`config.mk`:
```
export PLATFORM = sky130hd
export DESIGN_NAME = bit_scan_counter
export DESIGN_NICKNAME = d
export VERILOG_FILES = /design/src/rtl/bit_scan_pkg.sv /design/src/rtl/chunk_scan.sv /design/src/rtl/bit_scan_counter.sv
export SDC_FILE = /design/constraint.sdc
export NUM_CORES = 1
export LEC_CHECK = 0
export CAP_MARGIN = 20
export CORE_ASPECT_RATIO = 0.7
export CORE_MARGIN = 8
export CORE_UTILIZATION = 55
export CTS_CLUSTER_SIZE = 16
export DETAILED_ROUTE_END_ITERATION = 8
export PLACE_DENSITY = 0.83
export SLEW_MARGIN = 0
export SYNTH_ARGS = -nofsm -noshare
export SYNTH_HDL_FRONTEND = slang
export SYNTH_SLANG_ARGS = --single-unit
```
`constraint.sdc`:
```
create_clock -name CLK -period 3.2 [get_ports CLK]
set_input_delay 0.64 -clock CLK [delete_from_list [all_inputs] [get_ports CLK]]
set_output_delay 0.64 -clock CLK [all_outputs]
set_load 0.02 [all_outputs]
```
`src/rtl/bit_scan_pkg.sv`:
```
// Shared types for the bit scan counter: mode encodings and FSM states.
package bit_scan_pkg;

    typedef enum logic [1:0] {
        MODE_ONES  = 2'b00,
        MODE_ZEROS = 2'b01,
        MODE_LEAD  = 2'b10,
        MODE_TRAIL = 2'b11
    } mode_e;

    typedef enum logic [1:0] {
        ST_IDLE = 2'b00,
        ST_SCAN = 2'b01,
        ST_DONE = 2'b10
    } state_e;

endpackage

```
`src/rtl/chunk_scan.sv`:
```
// Combinational evaluation of one BPC-bit chunk: the amount it adds to the
// running count for the selected mode, plus whether it contains any 1.
module chunk_scan
    import bit_scan_pkg::*;
#(
    parameter int BPC   = 1,
    parameter int INC_W = $clog2(BPC + 1)
) (
    input  logic [BPC-1:0]   chunk,
    input  mode_e            mode,
    output logic [INC_W-1:0] inc,
    output logic             found_one
);

    logic [INC_W-1:0] ones;
    logic [INC_W-1:0] lead;
    logic [INC_W-1:0] trail;
    logic             lead_seen;
    logic             trail_seen;

    // Popcount plus zero runs from each end of the chunk, stopping at the first 1.
    always_comb begin
        ones       = '0;
        lead       = '0;
        trail      = '0;
        lead_seen  = 1'b0;
        trail_seen = 1'b0;
        for (int i = 0; i < BPC; i++) begin
            ones = ones + INC_W'(chunk[i]);
            if (!trail_seen) begin
                if (chunk[i]) begin
                    trail_seen = 1'b1;
                end else begin
                    trail = trail + INC_W'(1);
                end
            end
            if (!lead_seen) begin
                if (chunk[BPC-1-i]) begin
                    lead_seen = 1'b1;
                end else begin
                    lead = lead + INC_W'(1);
                end
            end
        end
    end

    // Pick the increment that matches the mode's counting rule.
    always_comb begin
        case (mode)
            MODE_ONES:  inc = ones;
            MODE_ZEROS: inc = INC_W'(BPC) - ones;
            MODE_LEAD:  inc = lead;
            default:    inc = trail;
        endcase
    end

    assign found_one = |chunk;

endmodule

```
`src/rtl/bit_scan_counter.sv`:
```
// Multi-cycle bit counter: captures an operand, walks it BPC bits per cycle
// and accumulates ones, zeros, leading zeros or trailing zeros.
module bit_scan_counter
    import bit_scan_pkg::*;
#(
    parameter int DATA_W = 8,
    parameter int BPC    = 1,
    parameter int CNT_W  = $clog2(DATA_W + 1)
) (
    input  logic              CLK,
    input  logic              Reset,
    input  logic              Start,
    input  logic [1:0]        Mode,
    input  logic [DATA_W-1:0] DataIn,
    output logic              Busy,
    output logic              Done,
    output logic [CNT_W-1:0]  Count
);

    localparam int NCHUNK = DATA_W / BPC;
    localparam int CHK_W  = $clog2(NCHUNK + 1);
    localparam int INC_W  = $clog2(BPC + 1);
    localparam int SUM_W  = CNT_W + 1;

    state_e            state_q, state_d;
    mode_e             mode_q, mode_d;
    logic [DATA_W-1:0] shift_q, shift_d;
    logic [CNT_W-1:0]  count_q, count_d;
    logic [CHK_W-1:0]  chunk_cnt_q, chunk_cnt_d;
    logic              busy_q, busy_d;
    logic              done_q, done_d;

    logic [BPC-1:0]    chunk;
    logic [DATA_W-1:0] shifted;
    logic [INC_W-1:0]  inc;
    logic              found_one;
    logic [SUM_W-1:0]  sum;
    logic [CNT_W-1:0]  count_next;
    logic              last_chunk;
    logic              early_exit;

    // Leading-zero mode consumes from the top, every other mode from the bottom.
    always_comb begin
        if (mode_q == MODE_LEAD) begin
            chunk   = shift_q[DATA_W-1 -: BPC];
            shifted = shift_q << BPC;
        end else begin
            chunk   = shift_q[BPC-1:0];
            shifted = shift_q >> BPC;
        end
    end

    chunk_scan #(
        .BPC   (BPC),
        .INC_W (INC_W)
    ) u_chunk_scan (
        .chunk     (chunk),
        .mode      (mode_q),
        .inc       (inc),
        .found_one (found_one)
    );

    // Accumulate with one spare bit and clamp so the result can never exceed DATA_W.
    always_comb begin
        sum = SUM_W'(count_q) + SUM_W'(inc);
        if (sum > SUM_W'(DATA_W)) begin
            count_next = CNT_W'(DATA_W);
        end else begin
            count_next = sum[CNT_W-1:0];
        end
    end

    // Termination: all chunks consumed, or the mode's early-out condition is met.
    always_comb begin
        last_chunk = (chunk_cnt_q == CHK_W'(NCHUNK - 1));
        case (mode_q)
            MODE_ONES:  early_exit = (shifted == '0);
            MODE_ZEROS: early_exit = 1'b0;
            default:    early_exit = found_one;
        endcase
    end

    // Next-state and next-output logic; Busy and Done are computed here and registered.
    always_comb begin
        state_d     = state_q;
        mode_d      = mode_q;
        shift_d     = shift_q;
        count_d     = count_q;
        chunk_cnt_d = chunk_cnt_q;
        busy_d      = busy_q;
        done_d      = 1'b0;
        case (state_q)
            ST_IDLE: begin
                if (Start) begin
                    shift_d     = DataIn;
                    mode_d      = mode_e'(Mode);
                    count_d     = '0;
                    chunk_cnt_d = '0;
                    busy_d      = 1'b1;
                    state_d     = ST_SCAN;
                end
            end
            ST_SCAN: begin
                shift_d     = shifted;
                count_d     = count_next;
                chunk_cnt_d = chunk_cnt_q + CHK_W'(1);
                if (last_chunk || early_exit) begin
                    done_d  = 1'b1;
                    state_d = ST_DONE;
                end
            end
            ST_DONE: begin
                busy_d  = 1'b0;
                state_d = ST_IDLE;
            end
            default: begin
                busy_d  = 1'b0;
                state_d = ST_IDLE;
            end
        endcase
    end

    // State register; reset wins over Start and over any scan progress.
    always_ff @(posedge CLK) begin
        if (Reset) begin
            state_q     <= ST_IDLE;
            mode_q      <= MODE_ONES;
            shift_q     <= '0;
            count_q     <= '0;
            chunk_cnt_q <= '0;
            busy_q      <= 1'b0;
            done_q      <= 1'b0;
        end else begin
            state_q     <= state_d;
            mode_q      <= mode_d;
            shift_q     <= shift_d;
            count_q     <= count_d;
            chunk_cnt_q <= chunk_cnt_d;
            busy_q      <= busy_d;
            done_q      <= done_d;
        end
    end

    assign Busy  = busy_q;
    assign Done  = done_q;
    assign Count = count_q;

endmodule

```
## Yosys cells after proc, flatten, opt, wreduce, memory -nomap -nowiden

Index checks and enable logic that the tools add are counted.

- Bits in latches: 0
- Memories kept: 0
- ROM bits: 0
- Register bits after elaboration: 22
- Word-level logic and storage cells: 45
- RAM bits: 0

- Mux-type cells: 17
- Order comparisons: 1
- Add/sub/neg operators: 3
- Shifts and indexed selects: 0
- Eq/ne operators: 6
- Multipliers: 0
- Bitwise operators: 1
- Reduce and logical (&&, ||, !) cells: 10
- Div/mod/pow operators: 0

Operator list:

| cell | number |
|---|---|
| $mux 8 | 2 |
| $pmux 4 s2 | 2 |
| $pmux 8 s2 | 1 |
| $logic_not 8->1 | 1 |
| $mux 4 | 2 |
| $reduce_and 2->1 | 4 |
| $pmux 1 s2 | 3 |
| $add 4x1->5 | 1 |
| $gt 5x4->1 const B | 1 |
| $add 4x1->4 const B | 1 |
| $eq 2x1->1 const B | 2 |
| $eq 4x3->1 const B | 1 |
| $logic_not 2->1 | 2 |
| $mux 1 | 4 |
| $mux 2 | 2 |
| $ne 2x2->1 const B | 2 |
| $pmux 2 s2 | 1 |
| $eq 2x2->1 const B | 1 |
| $reduce_bool 2->1 | 1 |
| $reduce_or 2->1 | 1 |
| $logic_or 1x1->1 | 1 |
| $not 1->1 | 1 |
| $sub 1x1->1 const A | 1 |

## Logic depth before layout (Yosys ltp)

Gate-level depths: netlist of run 1.

- Depth in word-level cells: 8
- Gate-level depth with buffers: 10

## Modules after synthesis

From an unflattened synthesis of run 1, not the netlist that was laid out.

- Cell total of the unflattened synthesis: 133
- Area, all modules: 1166.1 um^2

Modules (own cells, without submodules):

| module | sequential area each (um^2) | area an instance (um^2) | instances | cells an instance |
|---|---|---|---|---|
| bit_scan_counter | 440.4 | 1143.6 | 1 | 130 |
| chunk_scan | 0.0 | 22.5 | 1 | 3 |

## Worst setup path before layout of run 1

OpenSTA, ideal clock, no wires.

- Kind: register to register
- From: reg mode_q[1]
- To: reg count_q[2], in the netlist Count[2]
- Clock period less this slack: 1706 ps
- Required time: 3122 ps
- Data arrival time: 1628 ps
- Slack: 1494 ps
- Buffers on the path: 0
- Library setup time: 78 ps
- Cell stages (with the launch flop): 11
- Path through: dfxtp_1 > nor2_1 > a21oi_1 > nor2_1 > a21oi_1 > ha_1 > ha_1 > nor4bb_1 > mux2_2 > a21oi_1 > nor3_1

- Cells in the longest elaborated chain, start to end: 8

Ends and longest elaborated chain:

| item | line | source |
|---|---|---|
| start: declaration | bit_scan_counter.sv:26 | `mode_e mode_q, mode_d;` |
| start signal: assignment | bit_scan_counter.sv:135 | `mode_q <= mode_d;` |
| $eq 2x2->1 | chunk_scan.sv:49, bit_scan_counter.sv:44 |  |
| $mux 1 | bit_scan_counter.sv:44 | `if (mode_q == MODE_LEAD) begin` |
| $sub 1x1->1 or $mux 1 (tied branches) | chunk_scan.sv:51, chunk_scan.sv:31, chunk_scan.sv:38 |  |
| $pmux 1 s2 * | chunk_scan.sv:49 | `case (mode)` |
| $add 4x1->5 * | bit_scan_counter.sv:65 | `sum = SUM_W'(count_q) + SUM_W'(inc);` |
| $gt 5x4->1 | bit_scan_counter.sv:66 | `if (sum > SUM_W'(DATA_W)) begin` |
| $mux 4 * | bit_scan_counter.sv:66 |  |
| $pmux 4 s2 * | bit_scan_counter.sv:92 | `case (state_q)` |
| end signal: assignment | bit_scan_counter.sv:137 | `count_q <= count_d;` |
| end: declaration | bit_scan_counter.sv:28 | `logic [CNT_W-1:0] count_q, count_d;` |

Mark *: on every way between the ends. The rest lies on a longest branch, timed or not.
A chain may end at the register's enable or synchronous reset.

## Worst setup path in the final report of run 1

- From: in Start
- To: reg chunk_cnt_q[2]

- Cells in the longest elaborated chain, start to end: 2

Ends and longest elaborated chain:

| item | line | source |
|---|---|---|
| start: declaration | bit_scan_counter.sv:12 | `input logic Start,` |
| $ne 2x2->1 (no source line) | -- |  |
| $reduce_and 2->1 (no source line) | -- |  |
| end signal: assignment | bit_scan_counter.sv:138 | `chunk_cnt_q <= chunk_cnt_d;` |
| end: declaration | bit_scan_counter.sv:29 | `logic [CHK_W-1:0] chunk_cnt_q, chunk_cnt_d;` |

Every way passes these cells.

==> metrics, run 1 <==
outcome complete, no violations; relative slew slack 45.9%; CTS Buffer Depth 2; final period utilization 67.9%; Top FF cell, synth dfxtp_1; Die Span Y 53.2 um; CP max FO 13; MaxCap Viol Count 0; 1st-pass router iterations 4; share of layout cells above drive strength 1 9.22%; Vias per Instance 5.94; crit path cell chain clkdlybuf4s50_1, nor3b_1, buf_4, nor2_1, o21ai_0, a21oi_1; power per cell area 452 nW/um2; H-tree levels 1; post-synth top area share 40.4%; initial antenna violation count 0; worst-case reg-to-reg path depth 9; Post-synth EDFFs 0; final setup vio count 0; RSZ-0062 raised after global routing no; Die W 69.2 um; CP required 3430 ps; die area 3680 um2; commonest non-fill, non-tap cell in the layout dfxtp_1; NumNets Final 159; post-synthesis instance total 125; logic depth of the worst path, buffers included 6; routability cong. 0.782; part of the Yosys area used for sequential elements 40.4%; area leader, netlist dfxtp_1; area grow syn2layout 19.3%; diode count 0; # fillers 161; clk_lat worst skew 320 ps; element type at the critical path end register; Hold Path Class reg -> reg; Synth Area in Simple Gates 22.8%; detailed-route wire length 2460 um; Synth Area in Compound Gates 21.9%; largest family of logic cells by synthesized area simple AND/OR/NAND/NOR gates; CTS Buf Count 3; Clock transition at path regs 110 ps; vias in the first global route 904; worst IR drop on VDD 421 uV; Post-Route Skew 10.1 ps; smallest hold slack 491 ps; slowest stage delay, CP 610 ps; Worst Path Arrival 2410 ps; Initial Util 58.3%; CTS tree built; setup TNS 0 ps; Synth Area per Inst 8.72 um2; hpwl dp 1760 um; Ports 19; worst path bufs/invs 2; Wirelength per Cell 15.1 um; Routed Antenna Nets 0; minimum clock period 2170 ps; Via Count 969; Async SR Flop Fraction 0%; Final Hold Fails 0; # resized after CTS 0; highest-count cells in the layout ignoring fill and taps 22 x dfxtp_1, 21 x a21oi_1, 18 x clkdlybuf4s50_1; synth warn 0; Post-CTS Setup Repair Bufs 0; largest net degree at the start of global routing 23; adder-cell area share of the yosys netlist 3.44%; Pins Over Slew Limit 0; Seq. cell area 440 um2; largest cells by area after synthesis dfxtp_1 40%, a21oi_1 9.6%, mux2_2 6.2%; critical path class in -> reg; static leakage 0.485 nW; mux cell area share after synthesis 7.12%; Syn Std Cell Area 1090 um2; Max Clock Freq 460 MHz; Slowest cell on crit path nor2_1; first-pass GRT wire length 4200 um; Row Count 13; Multi-input gate area 603 um2; Overflow after GRT 0; number of remaining DRC errors 0; FF+latch count, synth 22; crit path launch type input port; Yosys cell types 31; CP delay by family, top simple AND/OR/NAND/NOR gates; Non-Filler Instances 163; clk sinks 22; xor/xnor share of the synthesized area 0%; # hold bufs at CTS 0; clk root buf clkbuf_4; worst-margin pin slew 809 ps; final core utilization 69.5%; DR iter-0 viols 102; Global Route Usage Sum 13.8%; Synth Net Count 141; Core Area 1870 um2; DP Cell Count 160; IO Port Bufs 18; depth of the worst hold-timing path 2
-- final cells by class --
class                      instances  area share (%)
sequential                        22            33.9
clock buffer                       3            1.73
inverter                           3           0.866
multi-input combinational         93            46.4
timing repair buffer              20            15.0
tap                               22            2.12
-- path summary, 6_finish.rpt --
check | startpoint | slack [ps] | to
worst max-delay path | Start | 1030 | chunk_cnt_q[2]$_SDFFE_PP0P_
worst min-delay path | chunk_cnt_q[3]$_SDFFE_PP0P_ | 490 | chunk_cnt_q[3]$_SDFFE_PP0P_
worst max register to register | shift_q[7]$_SDFFE_PP0P_ | 1160 | Count[2]$_SDFFE_PP0P_
worst min register to register | chunk_cnt_q[3]$_SDFFE_PP0P_ | 490 | chunk_cnt_q[3]$_SDFFE_PP0P_
-- flip-flops by register name, indices dropped and copies added (netlist names) --
name / count
shift_q: 8
chunk_cnt_q: 4
Busy: 1
Done: 1
Count: 4
mode_q: 2
state_q: 2
-- where the power goes --
part | total [W] | switching, W | internal, W
Combinational | 0.000143 | 0.0000733 | 0.0000701
Sequential | 0.000315 | 0.0000218 | 0.000293
Clock | 0.000129 | 0.0000848 | 0.0000441
-- logic make-up (layout without fill, tap and decap cells) --
logic type / count (synthesis) / count (layout)
mux: 7 / 7
compound gates: 37 / 37
fa+ha+maj: 3 / 3
buf+inv: 10 / 26
flops: 22 / 22
simple gates: 46 / 46
-- through the flow --
step	cell area [um2]	setup WS (ps)	total power [W]
CTS	1300	1060	0.000589
global route	1300	844	0.000615
global placement	1280	817	0.000458
detailed placement	1280	742	0.000463
finish	1300	1030	0.000588
floorplan	1090	1490	0.000418
-- Yosys cell counts (2+ instances only) --
cell type,number
nor2_1,8
nor3_1,5
and2_1,2
clkbuf_1,5
or4_1,2
o21ai_0,4
and3b_1,2
a22oi_1,8
nor3b_1,2
dfxtp_1,22
nand2_1,13
nand3_1,2
inv_1,3
mux2_2,6
nand3b_1,2
nor2b_1,2
a21oi_1,21
ha_1,3
-- worst min-delay path, cell delays in order, from the launching register on --
cell and delay [ps]:
dfxtp_1 330, o21ai_0 70, a21oi_1 60
-- layer usage --
metal  GRT usage, %  share of wire (%)
met3           5.22                4.5
met2           22.0                 43
met5              0                  0
met1           17.5                 52
met4           2.71               0.37
(Power assumes the default switching activity.)
==> inputs of run 2 (changes only) <==
--- a/config.mk
+++ b/config.mk
@@ -8,10 +8,10 @@
 export CAP_MARGIN = 20
 export CORE_ASPECT_RATIO = 0.7
 export CORE_MARGIN = 8
-export CORE_UTILIZATION = 55
+export CORE_UTILIZATION = 51
 export CTS_CLUSTER_SIZE = 16
 export DETAILED_ROUTE_END_ITERATION = 8
-export PLACE_DENSITY = 0.83
+export PLACE_DENSITY = 0.77
 export SLEW_MARGIN = 0
 export SYNTH_ARGS = -nofsm -noshare
 export SYNTH_HDL_FRONTEND = slang
==> constraint.sdc (replaced) <==
create_clock -name CLK -period 2.1 [get_ports CLK]
set_input_delay 0.42 -clock CLK [delete_from_list [all_inputs] [get_ports CLK]]
set_output_delay 0.42 -clock CLK [all_outputs]
set_load 0.02 [all_outputs]
==> run 2 against run 1 <==
Against the previous run: clock-buffer cell count unchanged; final area rose by 2.5%; sequential power rose by 52%; first-iteration DRC count decreased by 33%; critical path type is now reg -> reg; clock power up 48%; combinational power grew 59%; largest cell class unchanged.
==> metrics, run 2 (synthesis results as in run 1) <==
initial antenna violation count 0 (unchanged); critical path class reg -> reg; total power 0.000897 W (+53%); grt met3 use 5.67% (+0.44 points); final period utilization 88.6%; hpwl dp 1810 um (+3.2%); Max Clock Freq 538 MHz; Via Count 972 (+0.31%); reg2reg end Count[2]$_SDFFE_PP0P_; clk_lat worst skew 300 ps (-20 ps); highest-count cells in the layout ignoring fill and taps 21 x dfxtp_1, 21 x a21oi_1, 18 x clkdlybuf4s50_1; power per cell area 673 nW/um2 (+49%); worst IR drop on VDD 491 uV (+17%); Post-Route Skew 2.00 ps (-8.10 ps); Pins Over Slew Limit 0 (unchanged); FF-to-FF setup slack 240 ps (-920 ps); Net Sw Frac 30.1% (-0.48 points); largest net degree at the start of global routing 13 (-43%); Initial Util 52.3% (-6.0 points); depth of the worst hold-timing path 2 (unchanged); Global Route Usage Sum 13.3% (-0.48 points); Slowest cell on crit path dfxtp_2; first-pass GRT wire length 4110 um (-2.0%); Vias per Instance 5.79 (-2.7%); 1st-pass router iterations 4 (unchanged); IO Port Bufs 18 (unchanged); combinational share of power 25.3% (+0.9 points); DR iter-0 viols 68 (-33%); final setup vio count 0 (unchanged); worst-case reg-to-reg path depth 10 (+1); Wirelength per Cell 14.7 um (-2.7%); Reg-to-Reg Start mode_q[1]$_SDFFE_PP0P_; # fillers 181 (+12%); share of layout cells above drive strength 1 12.5% (+3.3 points); detailed-route wire length 2460 um (+0.33%); met1 Usage GRT 16.8% (-0.69 points); Clock transition at path regs 120 ps (about the same); element type at the critical path end register; Worst Path Arrival 2100 ps (-310 ps); Hold Path Class reg -> reg; Worst Hold Endpoint shift_q[4]$_SDFFE_PP0P_; H-tree levels 1 (unchanged); worst-margin pin slew 793 ps (-16.1 ps); Seq pwr share 53.4% (-0.2 points); Die Span Y 54.7 um (+2.7%); Clock power frac 21.3% (-0.6 points); crit path cell chain nor2_1, a21oi_1, nor2_1, a21oi_1, ha_1, ha_1, nor4bb_2, mux2_2, a21oi_1, nor3_1; number of remaining DRC errors 0 (unchanged); GR Util met2 20.8% (-1.2 points); Die W 71.3 um (+3.0%); Top reg by flops shift_q; setup TNS 0 ps (unchanged); worst path bufs/invs 0 (-2); static leakage 0.501 nW (+3.2%); crit path launch type register; CTS Buf Count 3 (unchanged); CP max FO 7 (-6); Psw 0.000270 W (+50%); MaxCap Viol Count 0 (unchanged); die area 3900 um2 (+5.7%); vias in the first global route 926 (+2.4%); clk root buf clkbuf_4; CP required 2340 ps (-1090 ps); Ports 19 (unchanged); global routing's busiest layer met2; HP Start shift_q[4]$_SDFFE_PP0P_; relative slew slack 46.9% (+1.0 points); outcome complete, no violations; Overflow after GRT 0 (unchanged); Routed Antenna Nets 0 (unchanged); area grow syn2layout 22.3%; routability cong. 0.789 (+0.93%); Row Count 14 (+1); diode count 0 (unchanged); cell repeated most along the worst path a21oi_1; minimum clock period 1860 ps; clk sinks 22 (unchanged); Core Area 2080 um2 (+11%); NumNets Final 162 (+1.9%); CTS Buffer Depth 2 (unchanged); slowest stage delay, CP 370 ps (-240 ps); RSZ-0062 raised after global routing no; max FFs per register 8 (unchanged); CP delay by family, top simple AND/OR/NAND/NOR gates; internal power 0.000627 W (+54%); Final Hold Fails 0 (unchanged); CTS tree built; Post-CTS Setup Repair Bufs 0 (unchanged)
## run 2: cell types whose count changed in the layout (fill, tap and decap cells not counted), sizes merged
| cell | previous run | this run |
|---|---|---|
| buf | 2 | 5 |
## run 2: final cells by class
| cell class | count | area (um2) | area share, % |
|---|---|---|---|
| Multi-Input combinational cell | 93 | 609 | 45.7 |
| Sequential cell | 22 | 442 | 33.1 |
| Timing Repair Buffer | 23 | 218 | 16.3 |
| Tap cell | 24 | 30.0 | 2.25 |
| Clock buffer | 3 | 22.5 | 1.69 |
| Inverter | 3 | 11.3 | 0.845 |
## run 2: power groups by stage
stage	clock network [W]	logic, W	registers [W]
after floorplan	0	0.000151	0.000486
after global placement	0	0.000222	0.000485
after detailed placement	0	0.000226	0.000487
after CTS	0.000195	0.000227	0.000477
after global routing	0.000214	0.000251	0.000483
final	0.000191	0.000227	0.000479
## run 2: worst max path at each step
stage	cells after the start	end	start	slack, ps
CTS	9	Count[2]$_SDFFE_PP0P_	mode_q[1]$_SDFFE_PP0P_	170
detailed placement	5	chunk_cnt_q[3]$_SDFFE_PP0P_	Start	40
floorplan	10	Count[2]$_SDFFE_PP0P_	mode_q[1]$_SDFFE_PP0P_	390
global placement	5	chunk_cnt_q[3]$_SDFFE_PP0P_	Start	90
finish	10	Count[2]$_SDFFE_PP0P_	mode_q[1]$_SDFFE_PP0P_	240
global route	10	Count[2]$_SDFFE_PP0P_	mode_q[1]$_SDFFE_PP0P_	60
## run 2: metrics by stage
step | worst slack (ps) | std cells | utilization (%) | hold WS [ps] | area [um2]
detailed placement | 37.2 | 165 | 62.5 | 477 | 1300
finish | 240 | 168 | 63.9 | 497 | 1330
global route | 60.4 | 168 | 63.9 | 521 | 1330
floorplan | 394 | 125 | - | 447 | 1090
CTS | 170 | 168 | 63.6 | 495 | 1330
global placement | 93.5 | 165 | 62.5 | 469 | 1300
## run 2: repair_timing
item                       in CTS  in global routing
hold buffers                    0                  0
resized for setup               0                  2
setup endpoints to repair       0                  3
## run 2: worst reg2reg max path, stage by stage (launching register included)
cell	delay [ps]
dfxtp_2	370
nor2_1	100
a21oi_1	40
nor2_1	80
a21oi_1	50
ha_1	210
ha_1	220
nor4bb_2	300
mux2_2	240
a21oi_1	70
nor3_1	110
## run 2: routing by layer
metal,wire length [um],up-vias
li1,-,495
met1,1250,445
met2,1040,30
met3,163,2
met4,10,0
met5,0,-
